<file path="src/rtl/bcd_to_binary_pkg.sv">
// Shared definitions for the BCD-to-binary converter: FSM state encoding
// and the digit constants used by the reverse double-dabble step.
package bcd_to_binary_pkg;

    typedef enum logic [1:0] {
        IDLE  = 2'd0,
        SHIFT = 2'd1,
        DONE  = 2'd2
    } state_t;

    // Largest legal value of one BCD digit.
    localparam logic [3:0] BCD_MAX_DIGIT = 4'd9;
    // After a right shift, a digit >= 8 carried a 10 (0b1010 >> 1 = 5, plus
    // the 8 dropped in from the next digit) and must be reduced by 3.
    localparam logic [3:0] ADJ_THRESHOLD = 4'd8;
    localparam logic [3:0] ADJ_AMOUNT    = 4'd3;

endpackage

</file>
<file path="src/rtl/bcd_to_binary_sub3.sv">
// Per-digit correction cell for reverse double-dabble: subtract 3 from a
// digit that is 8 or more. Counterpart of the add3 cell in the display path.
module bcd_to_binary_sub3
    import bcd_to_binary_pkg::*;
(
    input  logic [3:0] digit_in,
    output logic [3:0] digit_out
);

    assign digit_out = (digit_in >= ADJ_THRESHOLD) ? (digit_in - ADJ_AMOUNT) : digit_in;

endmodule

</file>
<file path="src/rtl/bcd_to_binary.sv">
// Sequential BCD-to-binary converter. One result bit per clock: the packed
// BCD digits and the binary accumulator form one long register that is
// shifted right, then every digit is corrected by the sub3 cell.
module bcd_to_binary
    import bcd_to_binary_pkg::*;
#(
    parameter int NDIGITS = 2,
    parameter int BIN_W   = 8
) (
    input  logic                 clk,
    input  logic                 reset,
    input  logic                 start,
    input  logic [4*NDIGITS-1:0] bcd_in,
    output logic [BIN_W-1:0]     bin_out,
    output logic                 busy,
    output logic                 done,
    output logic                 err
);

    localparam int BCD_W = 4 * NDIGITS;
    localparam int CNT_W = (BIN_W > 1) ? $clog2(BIN_W) : 1;
    localparam logic [CNT_W-1:0] CNT_LAST = CNT_W'(BIN_W - 1);

    state_t             state;
    logic [BCD_W-1:0]   bcd_reg;
    logic [BIN_W-1:0]   bin_reg;
    logic [CNT_W-1:0]   cnt;

    logic [BCD_W-1:0]   bcd_shift;
    logic [BCD_W-1:0]   bcd_adj;
    logic [BIN_W-1:0]   bin_shift;
    logic [NDIGITS-1:0] digit_ok;
    logic               in_valid;

    // Right shift of the combined {bcd_reg, bin_reg} register.
    assign bcd_shift = {1'b0, bcd_reg[BCD_W-1:1]};
    assign bin_shift = {bcd_reg[0], bin_reg[BIN_W-1:1]};

    // Input digit validation and per-digit post-shift correction.
    for (genvar gi = 0; gi < NDIGITS; gi++) begin : g_digit
        assign digit_ok[gi] = (bcd_in[4*gi +: 4] <= BCD_MAX_DIGIT);

        bcd_to_binary_sub3 u_sub3 (
            .digit_in  (bcd_shift[4*gi +: 4]),
            .digit_out (bcd_adj[4*gi +: 4])
        );
    end

    assign in_valid = &digit_ok;

    // Control FSM with datapath and registered handshake outputs.
    always_ff @(posedge clk or posedge reset) begin
        if (reset) begin
            state   <= IDLE;
            bcd_reg <= '0;
            bin_reg <= '0;
            cnt     <= '0;
            bin_out <= '0;
            busy    <= 1'b0;
            done    <= 1'b0;
            err     <= 1'b0;
        end else begin
            done <= 1'b0;
            err  <= 1'b0;
            case (state)
                IDLE: begin
                    if (start) begin
                        if (in_valid) begin
                            bcd_reg <= bcd_in;
                            bin_reg <= '0;
                            cnt     <= '0;
                            busy    <= 1'b1;
                            state   <= SHIFT;
                        end else begin
                            // Rejected request: result register left untouched.
                            err <= 1'b1;
                        end
                    end
                end
                SHIFT: begin
                    bcd_reg <= bcd_adj;
                    bin_reg <= bin_shift;
                    cnt     <= cnt + CNT_W'(1);
                    if (cnt == CNT_LAST) begin
                        // Last shift: publish the freshly shifted accumulator.
                        bin_out <= bin_shift;
                        busy    <= 1'b0;
                        done    <= 1'b1;
                        state   <= DONE;
                    end
                end
                DONE: begin
                    state <= IDLE;
                end
                default: begin
                    state <= IDLE;
                    busy  <= 1'b0;
                end
            endcase
        end
    end

endmodule

</file>
<file path="config.mk">
export PLATFORM = sky130hd
export DESIGN_NAME = bcd_to_binary
export DESIGN_NICKNAME = d
export VERILOG_FILES = /design/src/rtl/bcd_to_binary_pkg.sv /design/src/rtl/bcd_to_binary_sub3.sv /design/src/rtl/bcd_to_binary.sv
export SDC_FILE = /design/constraint.sdc
export NUM_CORES = 1
export LEC_CHECK = 0
export CAP_MARGIN = 5
export CORE_MARGIN = 4
export CORE_UTILIZATION = 31
export CTS_BUF_LIST = sky130_fd_sc_hd__clkbuf_4 sky130_fd_sc_hd__clkbuf_8 sky130_fd_sc_hd__clkbuf_16
export CTS_CLUSTER_DIAMETER = 200
export DETAILED_ROUTE_END_ITERATION = 16
export PLACE_DENSITY_LB_ADDON = 0.1
export SLEW_MARGIN = 20
export SYNTH_ARGS = -nofsm -noshare
export SYNTH_HDL_FRONTEND = slang
export SYNTH_SLANG_ARGS = --single-unit
</file>
<file path="constraint.sdc">
create_clock -name clk -period 1.53 [get_ports clk]
set_input_delay 0.3825 -clock clk [delete_from_list [all_inputs] [get_ports clk]]
set_output_delay 0.3825 -clock clk [all_outputs]
set_load 0.03 [all_outputs]
</file>
==> metrics.txt <==
R2R cell count=3; Mapped Area=between 1000 and 1500 µm²; Power Total=between 3 and 4 mW; Yosys reg bits=31; startpoint types=input port; Place WS=-0.483 ns; syn avg cell area=about 12 µm²; clock tree buffer depth=2; H-tree depth=2; flop-to-flop setup slack=-0.03 ns; Syn-to-layout area delta=44.6%; leakage power=0.973 nW; cell count after synthesis=113; final wirelength=about 3200 µm; row count=23; most frequent cells in the layout=dfrtp_1, buf_4, dlygate4sd2_1; largest family of logic cells by synthesized area=compound AO/OA/AOI/OAI gates; Placed Cells=between 200 and 250; routed via count=about 1100; CP top delay family=compound AO/OA/AOI/OAI gates; pin count of the biggest net entering global routing=32; critical path depth=4; proportion of layout cells with a drive suffix above 1=0.323; pwr/cell area=about 2000 nW/µm²; Final Instance Count excl. Fillers=about 210; total die area=5580 µm²; fin nets=about 180; WP buf/inv=1; die width=around 75 µm; status=complete, but fails checks; Max IR drop VDD=approximately 740 µV; GRT Util Overall=0.132; global-route wire length before repair=5480 µm; FF-to-FF End=bcd_reg[3]; most common cell after layout, fill and taps aside=dfrtp_1; worst-margin pin slew=~0.30 ns; Seq/Total Area, Yosys=0.563; post-synthesis adder-cell area fraction=0.0363; CTS Root Cell=clkbuf_8; fin. max-slew vios=0; critical path type=in2reg; total grt overflow=0; Distinct cells, synth=32; Slowest-stage cell, CP=clkdlybuf4s50_1; crit-path cells=clkdlybuf4s50_1 > o21a_1 > o32a_1 > a221o_1; Worst Setup End Kind=register; IO Port Bufs=21; Synthesized Nets=128; Compound-Gate Fraction of Synth Area=0.187; Post-Synth Simple-Gate Area=0.0907; GPL Wtd Cong=0.826; WP data arrival=approximately 1.7 ns; xor and xnor area share after synthesis=0.0127; Die Ht=around 75 µm; routed len/inst=15.3 µm; end of the critical path=bcd_reg[3]; CTS tree=done; ant diodes=0; mux contribution to synthesized area=0.0808; Syn. warnings=0; FMAX=between 0.6 and 0.7 GHz; Via density=5.06; clock skew=about 0.0069 ns; unrepaired setup endpoints after global routing=yes; Worst Hold Class=in2async; final critical-path required period=around 1.6 ns; CP startpoint=bcd_in[2]; # clock sinks=31; Slowest Stage Delay on Critical Path=roughly 0.46 ns; vias in the first global route=1124; initial antenna violation count=0; worst relative slew slack=0.798; Final setup viols=1; max cap viols=0; Core Area=roughly 4100 µm²; reg2reg start=state[1]; DRC violations left=0; final worst slack=-0.0430 ns; Final TNS setup=-0.0430 ns; post-route ant nets=0; Ports=22; Hold Violations, Final=0; Req. time, crit path=approximately 1.7 ns; Starting Density=0.333; DP Wirelength=approximately 2300 µm; Clk Latency, worst-skew pair=about 0.28 ns; Reg clk slew, reported paths=around 0.070 ns; Pre-Repair DR Iteration Count=4; drt first-iter violations=67; failing checks=setup timing; total CTS buffers=5; Critical Path Fanout Max=3; final cycle utilization of the critical path=1.03
==> kinds of logic after synthesis <==
kind of cell	count (synthesis)
multiplexers	10
AND/OR/NAND/NOR	22
flip-flops	31
XOR/XNOR	2
AO/OA/AOI/OAI	34
adder cells (fa/ha/maj)	4
buffers and inverters	10
==> layer usage <==
layer  up-vias  global-route usage  part of all wire
li1        519                   -                 -
met1       517               0.176              0.48
met2        23               0.198              0.46
met3         9              0.0454             0.043
met4         0              0.0494             0.020
met5         -                   0                 0
==> synthesized netlist by cell type <==
cell type	number	area (µm²)
mux2_2	9	101
or2b_1	1	7.51
or3b_1	1	8.76
a31oi_1	5	31.3
o21ai_0	2	10.0
inv_1	6	22.5
a21oi_1	3	15.0
o21ai_1	1	5.00
a211oi_1	1	7.51
ha_1	4	50.1
a22o_1	9	78.8
mux2i_1	1	10.0
nor2b_1	1	6.26
nand2_2	1	6.26
a22oi_1	1	7.51
o32a_1	1	10.0
a41oi_1	2	17.5
nand4_1	1	6.26
o21a_1	2	15.0
o31ai_1	4	30.0
buf_1	1	3.75
nand2b_1	3	18.8
nor3_1	1	5.00
dfrtp_1	31	776
nand3_1	1	5.00
buf_2	3	15.0
nor2_1	8	30.0
nor4b_1	1	8.76
nor3b_1	1	7.51
xnor2_1	2	17.5
and2b_1	2	15.0
a221o_1	3	30.0
==> per-stage QoR <==
step,hold slack [ns],util,area (µm²)
2_1_floorplan,0.462,-,1380
3_3_place_gp,0.485,0.435,1800
3_5_place_dp,0.493,0.435,1800
4_1_cts,0.444,0.471,1950
5_1_grt,0.480,0.481,1990
6_report,0.443,0.481,1990
==> power breakdown <==
| group | internal [mW] | total, mW | switching (mW) | leakage [nW] |
|---|---|---|---|---|
| clock network | 0.526 | 0.830 | 0.303 | 0.0612 |
| registers | 1.17 | 1.43 | 0.255 | 0.392 |
| logic | 0.812 | 1.66 | 0.851 | 0.520 |
==> how the worst min path moves through the flow <==
stage                          start         end  slack, ns  cells after the start
after floorplan           bin_reg[1]  bin_reg[1]       0.46                      1
after global placement    bin_reg[1]  bin_reg[1]       0.48                      1
after detailed placement      cnt[1]      cnt[1]       0.49                      1
after CTS                      reset  bcd_reg[1]       0.44                      3
after global routing           reset  bcd_reg[1]       0.48                      3
final                          reset  bcd_reg[1]       0.44                      3
==> timing repair <==
action,in CTS,in global routing
endpoints found under the hold margin,0,0
pin swaps,1,3
buffers inserted,0,2
hold buffers,0,0
endpoints found under the setup margin,27,13
cloned,0,0
resized for setup,23,9
==> layout make-up <==
cell class | instances | area [µm²]
Clock inverter | 2 | 35.0
Clock buffer | 6 | 82.6
Tap cell | 50 | 62.6
Sequential cell | 31 | 777
Multi-Input combinational cell | 72 | 622
Timing Repair Buffer | 44 | 393
Fill cell | 410 | 2150
Inverter | 6 | 22.5
==> tightest hold or removal path: cells and delay by family <==
family	cells	cell delay, ns
buf+inv	3	0.69
No activity file was read; power rests on OpenSTA's default activity.
